===== src/rtl/instruction_fetch_unit.sv =====
// instruction_fetch_unit: PC owner fetching one instruction at a time; optional retiredCount via INSTRUCTION_FETCH_RETIRED_COUNTER_EN
module instruction_fetch_unit #(
    parameter logic [31:0] RESET_VECTOR  = 32'h00000000,
    parameter int          FETCH_TIMEOUT = 255
) (
    input  logic        clock,
    input  logic        reset,
    input  logic [31:0] programCounterInput,
    input  logic        advance,
    output logic [31:0] imemAddress,
    output logic        imemRequest,
    input  logic        imemReady,
    input  logic [31:0] imemData,
    output logic [31:0] instruction,
    output logic [31:0] pcOfInstruction,
    output logic        instructionValid,
    output logic        fetchMisaligned,
    output logic        fetchTimeout,
`ifdef INSTRUCTION_FETCH_RETIRED_COUNTER_EN
    output logic [63:0] retiredCount,
`endif
    output logic        halted
);
    localparam logic [1:0] FETCH   = 2'd0;
    localparam logic [1:0] EXECUTE = 2'd1;
    localparam logic [1:0] HALT    = 2'd2;
    localparam int CW = FETCH_TIMEOUT > 255 ? $clog2(FETCH_TIMEOUT + 1) : 8;
    localparam logic [31:0] NOP = 32'h00000013;

    logic [1:0]    state;
    logic [31:0]   pc;
    logic [CW-1:0] waitCount;
    logic [CW-1:0] waitNext;
    logic          capture;
    logic          accept;
    logic          misTarget;
    logic          timeoutHit;

    // next-state conditions for the fetch handshake, advance and timeout
    always_comb begin
        capture    = state == FETCH && imemReady;
        waitNext   = &waitCount ? waitCount : waitCount + 1'b1;
        timeoutHit = state == FETCH && !imemReady && FETCH_TIMEOUT != 0 && waitNext == CW'(FETCH_TIMEOUT);
        accept     = state == EXECUTE && advance && programCounterInput[1:0] == 2'b00;
        misTarget  = state == EXECUTE && advance && programCounterInput[1:0] != 2'b00;
    end

    // state machine: FETCH -> EXECUTE -> FETCH, any fault parks in HALT until reset
    always_ff @(posedge clock or negedge reset) begin
        if (!reset)
            state <= FETCH;
        else if (capture)
            state <= EXECUTE;
        else if (timeoutHit || misTarget)
            state <= HALT;
        else if (accept)
            state <= FETCH;
    end

    // PC only moves on an accepted aligned advance, so a faulting target never becomes visible
    always_ff @(posedge clock or negedge reset) begin
        if (!reset)
            pc <= RESET_VECTOR;
        else if (accept)
            pc <= programCounterInput;
    end

    // instruction register captures memory data on the ready edge of a fetch
    always_ff @(posedge clock or negedge reset) begin
        if (!reset)
            instruction <= NOP;
        else if (capture)
            instruction <= imemData;
    end

    // saturating count of consecutive FETCH cycles without ready
    always_ff @(posedge clock or negedge reset) begin
        if (!reset)
            waitCount <= '0;
        else if (state == FETCH)
            waitCount <= capture ? '0 : waitNext;
    end

    // sticky fault flags, raised together with the transition into HALT
    always_ff @(posedge clock or negedge reset) begin
        if (!reset) begin
            fetchMisaligned <= 1'b0;
            fetchTimeout    <= 1'b0;
        end else begin
            fetchMisaligned <= fetchMisaligned | misTarget;
            fetchTimeout    <= fetchTimeout | timeoutHit;
        end
    end

`ifdef INSTRUCTION_FETCH_RETIRED_COUNTER_EN
    // retired instruction count, one per accepted aligned advance, wraps naturally
    always_ff @(posedge clock or negedge reset) begin
        if (!reset)
            retiredCount <= 64'd0;
        else if (accept)
            retiredCount <= retiredCount + 64'd1;
    end
`endif

    assign imemAddress      = pc;
    assign pcOfInstruction  = pc;
    assign imemRequest      = state == FETCH;
    assign instructionValid = state == EXECUTE;
    assign halted           = state == HALT;
endmodule


===== config.mk =====
export PLATFORM = sky130hd
export DESIGN_NAME = instruction_fetch_unit
export DESIGN_NICKNAME = d
export VERILOG_FILES = /design/src/rtl/instruction_fetch_unit.sv
export SDC_FILE = /design/constraint.sdc
export NUM_CORES = 1
export LEC_CHECK = 0
export ABC_CLOCK_PERIOD_IN_PS = 1700
export CAP_MARGIN = 5
export CORE_ASPECT_RATIO = 0.6
export CORE_MARGIN = 3
export CORE_UTILIZATION = 42
export CTS_BUF_LIST = sky130_fd_sc_hd__clkbuf_8
export DETAILED_ROUTE_END_ITERATION = 6
export GPL_ROUTABILITY_DRIVEN = 0
export GPL_TIMING_DRIVEN = 1
export PLACE_DENSITY = 0.83
export SLEW_MARGIN = 20
export SYNTH_ARGS = -nofsm -noshare
export SYNTH_HDL_FRONTEND = slang
export SYNTH_SLANG_ARGS = --single-unit

===== constraint.sdc =====
create_clock -name clock -period 1.7 [get_ports clock]
set_input_delay 0.425 -clock clock [delete_from_list [all_inputs] [get_ports clock]]
set_output_delay 0.425 -clock clock [all_outputs]
set_load 0.01 [all_outputs]

Word-level counts from Yosys, hierarchy flattened
Cells that the tools add are included.

storage, ports and cells
  register bits after elaboration = 76
  bits of input ports = 68

operators by class
  add/subtract/negate cells = 1
  equality and inequality tests = 3
  muxes and demuxes = 5
  bitwise operators = 2
  reductions and logical operators = 13

operators with widths
  kind                 count
  $mux 8               2
  $add 8x1->8 const B  1
  $eq 8x8->1 const B   1
  $reduce_and 8->1     1
  $logic_and 1x1->1    6
  $mux 2               3
  $logic_not 2->1      2
  $reduce_bool 3->1    1
  $eq 2x1->1 const B   1
  $eq 2x2->1 const B   1
  $or 1x1->1           2
  $reduce_bool 2->1    1
  $logic_not 1->1      1
  $logic_or 1x1->1     1

Depth between registers and ports, before layout
  depth in word-level cells = 7
  mapped depth = 6

Worst setup path before layout
OpenSTA, ideal clock, no wires.

  kind = reg-to-reg
  start = reg state[1]
  end = reg instruction[10]
  library setup time = 125 ps
  arrival time = 1343 ps
  required time = 1575 ps
  setup slack = 232 ps
  stages on the path, launching flop included = 6
  buffers on the path = 2
  clock period less this slack = 1468 ps
  path through = dfrtp_1 or2_1 buf_6 nor2_8 buf_12 mux2_4

between the ends
  word-level cells in the longest chain between the ends = 2

RTL lines
  what                      RTL line  source
  start: declaration        30        logic [1:0] state;
  start signal: assignment  51        state <= FETCH;
  start signal: assignment  53        state <= EXECUTE;
  start signal: assignment  55        state <= HALT;
  $logic_not 2->1           41        capture = state == FETCH && imemReady;
  $logic_and 1x1->1         41
  end signal: assignment    73        instruction <= imemData;
  end: declaration          14        output logic [31:0] instruction,

No other way between the ends.
A chain may end at the register's enable or synchronous reset.

Worst setup path after layout
  start = reg instruction[21]
  end = out instruction[21]

No word-level cell between the ends.

==> results.md <==
- Status: completed
- PortBufs: 168
- Max Freq: 0.604 GHz
- Max-cap violations: 0
- RR Endpoint: instruction[15]
- Drt drc: 0
- CP Data Required Time: 1.27 ns
- Final Max Tran Viols: 0
- Cell Area, Synth: 0.00348 mm^2
- Arr. time, crit path: 1.23 ns
- Slowest CP cell: clkdlybuf4s50_1
- P&R area growth vs syn: 52.5%
- Worst hold path class: input port to async pin
- Largest net degree at the start of global routing: 77
- Util after Layout: 66.7%
- Die area: 0.00944 mm^2
- VDD IR max: 0.504 mV
- Gr ovfl total: 0
- Worst Clk Skew: 0.00953 ns
- Via density: 4.74
- Total power: 0.00702 W
- Least-Margin Pin Slew: 0.402 ns
- IO Pins: 169
- Die height: 76.5 um
- Crit path launch type: flip-flop
- Rel. slew slack: 73.2%
- Critical Path End Type: output pin
- GRT Overall Usage: 17.1%
- Library cells used by synthesis: 37
- R2R setup slack: 0.09 ns
- Cell Int Power: 0.00500 W
- Post-synthesis xor/xnor area fraction: 0%
- Initial DRC count: 112
- HPWL Detailed: 6040 um
- Post-synthesis compound-gate area fraction: 6.26%
- Synthesized netlist net count: 312
- CTS buffer count: 9
- Clock sinks: 76
- Drt pass-1 iters: 4
- Setup TNS: 0 ns
- Register area share after synthesis: 54.8%
- Clock Latency Late Sink: 0.34 ns
- Post-route clock period utilization: 97.4%
- Crit path kind: flip-flop to output pin
- Final setup viols: 0
- Final std cells w/o fill: 512
- Row count: 25
- Root Buffer: clkbuf_8
- Switching share of power: 28.7%
- Max incr delay on CP: 0.54 ns
- Flop pwr share: 40.6%
- Gate power share: 36.4%
- Vias in the first global route: 2,425
- Leakage: 2.88 nW
- Placed cell count: 496
- Simple-Gate Fraction of Synth Area: 4.64%
- First-pass GRT wire length: 12,600 um
- Initial antenna violation count: 0
- Synthesized flop and latch total: 76
- Psw: 0.00202 W
- Cts-stage hold buffer count: 0
- Setup bufs post-CTS: 0
- Area leader, netlist: dfrtp_1
- Min Clock Period, post-route: 1.66 ns
- CTS tree: built
- Antenna diodes: 0
- Synth top area share: 52.6%
- Top_reg_cell synth: dfrtp_1
- Synth warnings: 0
- Post-synth EDFFs: 0
- Worst flop-to-flop path startpoint: state[1]
- H-Tree Depth: 3
- CP top delay family: buffers and inverters
- Initial Util: 43.7%
- Core area: 0.00795 mm^2
- Syn Area/Cell: 14.3 um^2
- Clock Power Share: 23.0%
- Post-DR wirelength/cell: 15.9 um
- Pwr/cell area: 1320 mW/mm^2
- Final hold vios: 0
- DIE WIDTH: 123 um
- Synth area leaders: dfrtp_1 (53%), mux2_4 (13%), mux2_2 (9.7%)
- Clock slew at reported path FFs: 0.08 ns
- Crit path buf inv count: 1
- Reg2Reg Depth: 5
- Adder-Cell Fraction of Synth Area: 0.360%
- Largest family of logic cells by synthesized area: multiplexers
- Routed via count: 2,425
- Mux share of post-synthesis cell area: 23.3%
- Critical Path Fanout Max: 2
- Final WL: 8140 um
- Antenna viol nets, final: 0
- Async SR Flop Fraction: 100%
- RSZ-0062 raised after global routing: no
- NumNets Final: 468
- Clk buf depth: 2
- Share of cells above drive strength 1: 26.0%
- Worst hold margin: 0.0750 ns
- Cell count after synthesis: 243
- Cell Chain, Critical Path: clkdlybuf4s50_1
synth_stat cells, types with 2 or more instances:
master / number
a21oi_1: 8
a31o_2: 3
a31oi_1: 2
and2_1: 3
and3_1: 2
buf_12: 3
buf_4: 32
buf_6: 4
dfrtp_1: 73
dfstp_2: 3
inv_1: 5
mux2_1: 2
mux2_2: 30
mux2_4: 30
nand2_1: 5
nand3_1: 3
nor2_1: 7
o211ai_1: 2
o21ai_0: 6
o21bai_1: 2
o31ai_1: 2
metrics by stage:
stage,instance area [um^2],setup slack [ns]
2_1_floorplan,3480,0.232
5_1_grt,5300,0.00129
4_1_cts,5240,0.000898
3_5_place_dp,5100,-0.158
6_report,5300,0.0447
3_3_place_gp,5100,-0.130
power by group through the flow:
stage,Clock (W),Combinational (W),Sequential [W]
after floorplan,0,0.00110,0.00311
after global placement,0,0.00294,0.00289
after detailed placement,0,0.00301,0.00290
after CTS,0.00167,0.00264,0.00286
after global routing,0.00175,0.00273,0.00293
final,0.00161,0.00256,0.00285
layout by cell type, fill, tap and decap left out, types with 2 or more instances in the layout:
| master | count |
|---|---|
| dlygate4sd2_1 | 74 |
| dfrtp_1 | 73 |
| clkdlybuf4s50_1 | 68 |
| mux2_2 | 30 |
| mux2_4 | 30 |
| dlymetal6s2s_1 | 22 |
| buf_4 | 14 |
| clkbuf_8 | 9 |
| a21oi_1 | 8 |
| nor2_1 | 7 |
| inv_1 | 6 |
| o21ai_0 | 6 |
| nand2_1 | 5 |
| a31o_2 | 3 |
| nand3_1 | 3 |
| and2_1 | 3 |
| bufinv_16 | 3 |
| dfstp_2 | 3 |
| buf_12 | 3 |
| o31ai_1 | 2 |
| and3_1 | 2 |
| o211ai_1 | 2 |
| o21bai_1 | 2 |
| mux2_1 | 2 |
| a31oi_1 | 2 |
| clkinv_4 | 2 |
| buf_2 | 2 |
layout make-up:
type	count	area, um^2
clock inverter	7	116
fill	625	2640
tap	108	135
multi-input combinational	122	1210
inverter	6	22.5
timing repair buffer	184	1790
clock buffer	9	124
sequential	76	1910
worst max-delay path by stage:
| stage | start | to | slack, ns | depth (start not counted) |
|---|---|---|---|---|
| 3_3_place_gp | imemReady | instruction[6] | -0.13 | 5 |
| 6_report | instruction[21] | instruction[21] | 0.04 | 1 |
| 4_1_cts | imemAddress[11] | pcOfInstruction[11] | 0.0009 | 1 |
| 2_1_floorplan | state[1] | instruction[10] | 0.23 | 5 |
| 3_5_place_dp | imemReady | instruction[15] | -0.16 | 5 |
| 5_1_grt | state[0] | instructionValid | 0.001 | 3 |
worst reg2reg max path, delay by kind of cell (launching register included):
family	cells	cell delay (ns)
buffers and inverters	2	0.38
flip-flops	1	0.41
multiplexers	1	0.32
AND/OR/NAND/NOR	2	0.40
per-layer routing:
metal,vias to the layer above,wire length (um),global-route usage [%]
met2,112,3710,25.7
li1,1137,-,-
met4,0,86,4.53
met3,13,676,6.31
met5,-,0,0
met1,1163,3660,23.4
timing repair:
item                       in CTS  in global routing
setup endpoints to repair      79                 25
gates resized for setup        83                 24
pin swaps                       1                  0
cell families after synthesis:
kind of cell	after synthesis
simple gates	27
fa+ha+maj	1
compound gates	32
flops	76
buf+inv	45
mux	62
flip-flops by register name, indices dropped and copies added, names as in the netlist:
| name | cells |
|---|---|
| fetchMisaligned | 1 |
| imemAddress | 32 |
| waitCount | 8 |
| instruction | 32 |
| state | 2 |
| fetchTimeout | 1 |
Note: power is estimated with default switching activity, not from simulation.
